===== config.mk =====
export PLATFORM = sky130hd
export DESIGN_NAME = mem_wb_register
export DESIGN_NICKNAME = d
export VERILOG_FILES = /design/src/rtl/cpu_pkg.sv /design/src/rtl/pipe_reg.sv /design/src/rtl/mem_wb_register.sv
export SDC_FILE = /design/constraint.sdc
export NUM_CORES = 1
export LEC_CHECK = 0
export BUFFER_PORTS_ARGS = -buffer_cell sky130_fd_sc_hd__buf_4
export CAP_MARGIN = 20
export CORE_ASPECT_RATIO = 0.5
export CORE_MARGIN = 3
export CORE_UTILIZATION = 45
export CTS_CLUSTER_DIAMETER = 80
export DETAILED_ROUTE_END_ITERATION = 16
export GPL_TIMING_DRIVEN = 0
export MAX_ROUTING_LAYER = met4
export PLACE_DENSITY = 0.81
export RECOVER_POWER = 25
export SETUP_SLACK_MARGIN = 0.05
export SLEW_MARGIN = 15
export SYNTH_ARGS = -nofsm -noshare
export SYNTH_HDL_FRONTEND = slang
export SYNTH_SLANG_ARGS = --single-unit

===== constraint.sdc =====
create_clock -name CLK -period 0.8 [get_ports CLK]
set_input_delay 0 -clock CLK [delete_from_list [all_inputs] [get_ports CLK]]
set_output_delay 0 -clock CLK [all_outputs]
set_load 0.02 [all_outputs]

===== src/rtl/cpu_pkg.sv =====
// Shared pipeline definitions for the 5-stage core: datapath widths and the
// MEM/WB bundle layout used by the pipeline registers and the WB stage.
package cpu_pkg;

  localparam int DATA_WIDTH     = 32;
  localparam int REG_ADDR_WIDTH = 5;

  typedef struct packed {
    logic                      hit;
    logic [DATA_WIDTH-1:0]     readData;
    logic [DATA_WIDTH-1:0]     ALUResult;
    logic [REG_ADDR_WIDTH-1:0] writeReg;
    logic                      RegWrite;
    logic                      MemtoReg;
  } mem_wb_t;

  localparam int MEM_WB_W = $bits(mem_wb_t);

endpackage


===== src/rtl/pipe_reg.sv =====
// Generic pipeline flop: async active-low clear, flush loads zeros (wins over
// stall), stall holds, otherwise loads d_i.
module pipe_reg #(
  parameter int WIDTH = 1
) (
  input  logic             clk_i,
  input  logic             rst_ni,
  input  logic             stall_i,
  input  logic             flush_i,
  input  logic [WIDTH-1:0] d_i,
  output logic [WIDTH-1:0] q_o
);

  logic [WIDTH-1:0] data_d;
  logic [WIDTH-1:0] data_q;

  always_comb begin
    data_d = data_q;
    if (flush_i) begin
      data_d = '0;
    end else if (!stall_i) begin
      data_d = d_i;
    end
  end

  always_ff @(posedge clk_i or negedge rst_ni) begin
    if (!rst_ni) begin
      data_q <= '0;
    end else begin
      data_q <= data_d;
    end
  end

  assign q_o = data_q;

endmodule


===== src/rtl/mem_wb_register.sv =====
// MEM/WB pipeline register: one-cycle capture of memory-stage results for the
// write-back stage, with stall (hold) and flush (bubble) support.
module mem_wb_register
  import cpu_pkg::*;
#(
  parameter int DATA_WIDTH     = cpu_pkg::DATA_WIDTH,
  parameter int REG_ADDR_WIDTH = cpu_pkg::REG_ADDR_WIDTH
) (
  input  logic                      CLK,
  input  logic                      RST_N,
  input  logic                      Stall,
  input  logic                      Flush,
  input  logic                      hit,
  input  logic [DATA_WIDTH-1:0]     readData,
  input  logic [DATA_WIDTH-1:0]     ALUResult,
  input  logic [REG_ADDR_WIDTH-1:0] writeReg,
  input  logic                      RegWrite,
  input  logic                      MemtoReg,
  output logic                      hitOut,
  output logic [DATA_WIDTH-1:0]     readDataOut,
  output logic [DATA_WIDTH-1:0]     ALUResultOut,
  output logic [REG_ADDR_WIDTH-1:0] writeRegOut,
  output logic                      RegWriteOut,
  output logic                      MemtoRegOut
);

  // Flat bundle so the widths follow the module parameters, not the package.
  localparam int BUNDLE_W = 2 * DATA_WIDTH + REG_ADDR_WIDTH + 3;

  logic [BUNDLE_W-1:0] bundle_d;
  logic [BUNDLE_W-1:0] bundle_q;

  assign bundle_d = {hit, readData, ALUResult, writeReg, RegWrite, MemtoReg};

  pipe_reg #(
    .WIDTH(BUNDLE_W)
  ) u_pipe_reg (
    .clk_i  (CLK),
    .rst_ni (RST_N),
    .stall_i(Stall),
    .flush_i(Flush),
    .d_i    (bundle_d),
    .q_o    (bundle_q)
  );

  assign {hitOut, readDataOut, ALUResultOut, writeRegOut, RegWriteOut, MemtoRegOut} = bundle_q;

endmodule


After elaboration in Yosys (flattened, before gate mapping) --
Cells that the tools add are included.
Word-level totals: flip-flop bits (word level) 72, input port bits 76, logic and storage cells 4
Cells by class: equal/unequal tests 1, multiplexer cells 2
Operators with widths (number):
- $mux 72 | 2
- $ne 2x1->1 const B | 1

Depth between registers and ports, before layout --
depth after elaboration 2, mapped depth 4

Worst setup path after synthesis --
Ideal clock, no wire load.
path type reg-to-reg, from register, netlist name u_pipe_reg.q_o[0], to register u_pipe_reg.data_q[0], in the netlist u_pipe_reg.q_o[0], library setup time 0.132 ns, arrival time 0.620 ns, data required time 0.668 ns, slack 0.048 ns, stages on the path, launching flop included 3, path buffers 0, period minus slack after synthesis 0.752 ns, cell sequence dfrtp_1 > mux2i_1 > nor2_1
RTL lines:
- to (signal assigned) | line pipe_reg.sv:30 | data_q <= data_d;
- to (decl) | line pipe_reg.sv:15 | logic [WIDTH-1:0] data_q;

Worst setup path in the final report --
from register u_pipe_reg.data_q[22], in the netlist u_pipe_reg.q_o[22], to output port ALUResultOut[15]
RTL lines:
- to (decl) | line mem_wb_register.sv:21 | output logic [DATA_WIDTH-1:0] ALUResultOut,
No word-level cell between the ends.

==> results.py <==
metrics = {
    "clock_network": {
        "cts_root_buf": "clkbuf_16",
        "cts_hold_buf": 72,
        "insertion_delay_ns": 0.32,
        "cts_made_buffers": 9,
        "cts_tree": "built",
        "clk_path_buf_depth": 2,
        "clkTransAtPathRegs_ns": 0.06,
        "cts.sinks": 72,
        "cts_htree_levels": 3,
    },
    "floorplan": {
        "core_sq_mm": 0.00621,
        "die_h_microns": 63.2,
        "fp-row-count": 20,
        "ioPinCount": 148,
        "die-area_sq_mm": 0.00760,
        "initial_core_util_pct": 47.4,
        "die_x_microns": 120,
    },
    "setup_path": {
        "crit_path_top_delay_cell": "dfrtp_2",
        "crit_required_ns": 0.80,
        "cp-end-kind": "output pin",
        "r2r_cells": 3,
        "path_cells": "buf_6",
        "cp.depth": 1,
        "slowest_delay_ns": 0.43,
        "arrival_ns": 0.89,
        "path_buf_inv": 1,
        "critPathLaunchType": "register",
        "critPathTopFamily": "flip-flops",
        "crit_path_start": "u_pipe_reg.q_o[22]$_DFFE_PN0P_",
        "r2r-start": "u_pipe_reg.q_o[21]$_DFFE_PN0P_",
        "path_class": "reg2out",
        "cp_max_fo": 2,
    },
    "final_layout": {
        "post-route-util_pct": 89.6,
        "drive_above_1_share_pct": 52.9,
        "largest_reg_flops": 72,
        "fin_nets": 540,
        "regArea_sq_mm": 0.00189,
        "area_delta_synth_final_pct": 89.2,
        "fin_area_sq_mm": 0.00556,
        "multi_input_area_sq_mm": 0.00102,
        "num_antenna_cells": 0,
        "final.fill_count": 259,
    },
    "global_route": {
        "antenna_found_initial": 0,
        "grt_pass1_wl_microns": 16200,
        "grt_max_degree": 73,
        "grt_overflow_total": 0,
        "grt_pass1_vias": 3137,
        "grtUsageTotal_pct": 28.5,
    },
    "yosys": {
        "postSynthCellCount": 232,
        "synth_top_area_share_pct": 61.3,
        "ys.warnings.count": 0,
        "yosysSeqAreaShare_pct": 61.3,
        "synth_ff_type": "dfrtp_1",
        "synthTopCellsByArea": "dfrtp_1 61%, mux2i_1 25%, nor2_1 9.2%",
        "synth_common_cells": "72 x dfrtp_1, 72 x mux2i_1, 72 x nor2_1",
        "synth-async-reset-ratio_pct": 100,
        "synth_area_sq_mm": 0.00294,
        "ys_ff_latch": 72,
        "avgSynthCellArea_sq_um": 12.7,
        "syn_nets": 308,
        "synth_edf_count": 0,
        "yosys.area.top_type": "dfrtp_1",
        "synth.distinct_cells": 8,
    },
    "timing": {
        "period_minus_slack_ns": 0.894,
        "finClkSkew_ns": 0,
        "slew_headroom_pct": 35.0,
        "drv_slew": 0,
        "worstMarginPinSlew_ns": 0.975,
        "final.setup.worst_slack_ns": -0.0940,
        "setup_viol_count_final": 83,
        "rsz0062_at_grt": "yes",
        "hold_viol": 72,
        "hold_ws_ns": -0.144,
        "fmax_ghz": 1.12,
        "fin_crit_sh_pct": 112,
    },
    "place": {
        "dpl.hpwl_microns": 5240,
        "placed_area_sq_mm": 0.00423,
        "gp_congestion": 0.777,
        "port-buffer-count": 145,
    },
    "drt": {
        "vias_per_cell": 4.85,
        "wl_microns": 10100,
        "wl_per_cell_microns": 18.2,
        "drtIter0Drc": 93,
        "ant_nets": 0,
        "num_vias": 2691,
        "drcViolationCount": 0,
        "first_pass_iters": 4,
    },
    "power": {
        "power_density_mw_per_mm2": 1760,
        "power.static_leakage_nw": 2.72,
        "vdd_drop_max_mv": 1.20,
    },
    "hold_path": {
        "hold_class": "in2async",
    },
    "status": {
        "status": "finished with violations",
        "violations": "negative hold slack, negative setup slack",
    },
    "flow_run": {
        "max_cap_violations": 0,
    },
}
[layout make-up]
cell class | count | share of cell area [%]
plain buffers | 16 | 2.65
clock buffers | 14 | 4.93
multi-input cells | 144 | 18.3
flip-flops and latches | 72 | 34.0
well taps | 88 | 1.98
repair buffers | 221 | 38.2
[where the power goes]
group	internal (mW)	switching, mW
Clock	2.32	1.36
Combinational	1.14	0.898
Sequential	3.89	0.178
[placed cells by master (no fill, tap or decap)]
| cell | Yosys | routed |
|---|---|---|
| clkbuf_4 | 0 | 1 |
| buf_8 | 7 | 7 |
| dfrtp_1 | 72 | 2 |
| buf_4 | 0 | 72 |
| clkbuf_1 | 2 | 4 |
| mux2i_2 | 0 | 7 |
| nor2_1 | 72 | 72 |
| mux2i_1 | 72 | 65 |
| clkbuf_8 | 0 | 3 |
| buf_6 | 1 | 77 |
| clkbuf_2 | 1 | 1 |
| dfrtp_2 | 0 | 70 |
| dlygate4sd3_1 | 0 | 72 |
| clkbuf_16 | 0 | 9 |
| buf_1 | 5 | 5 |
[logic make-up after synthesis]
| kind of cell | Yosys count | share of synthesized area [%] |
|---|---|---|
| muxes | 72 | 24.5 |
| DFF | 72 | 61.3 |
| and+or+nand+nor | 72 | 9.19 |
| buffers and inverters | 16 | 5.02 |
[path summary, 6_finish.rpt]
| check | endpoint | slack, ns |
|---|---|---|
| max | ALUResultOut[15] | -0.09 |
| min | u_pipe_reg.q_o[19]$_DFFE_PN0P_ | -0.14 |
| max reg2reg | u_pipe_reg.q_o[21]$_DFFE_PN0P_ | -0.06 |
| min reg2reg | u_pipe_reg.q_o[12]$_DFFE_PN0P_ | 0.54 |
| max in group asynchronous | u_pipe_reg.q_o[27]$_DFFE_PN0P_ | 0.25 |
| min in group CLK | u_pipe_reg.q_o[71]$_DFFE_PN0P_ | 0.03 |
[what timing repair did]
action / 4_1_cts / 5_1_grt
hold endpoints to repair: 144 / 72
setup buffers: 4 / 0
gates resized for setup: 72 / 11
setup endpoints to repair: 77 / 140
pin swaps: 0 / 1
[per-stage QoR]
stage	setup TNS (ns)	setup WS (ns)	cells	total power, mW	hold slack (ns)
floorplan	0	0.0597	232	4.80	-0.296
global route	-7.19	-0.117	555	10.1	-0.0640
finish	-4.98	-0.0940	555	9.78	-0.144
detailed placement	-5.56	-0.0799	465	5.58	0.187
global placement	-0.108	-0.0112	465	5.53	0.161
CTS	-5.03	-0.0826	555	9.70	-0.160
[routing by layer]
metal / part of all wire (%) / vias to the layer above / GRT usage [%]
met2: 55 / 96 / 52.3
met4: 3.1 / 0 / 11.3
li1: - / 1227 / -
met5: 0 / - / -
met1: 38 / 1340 / 30.0
met3: 4.1 / 28 / 6.37
(Power assumes the default switching activity.)
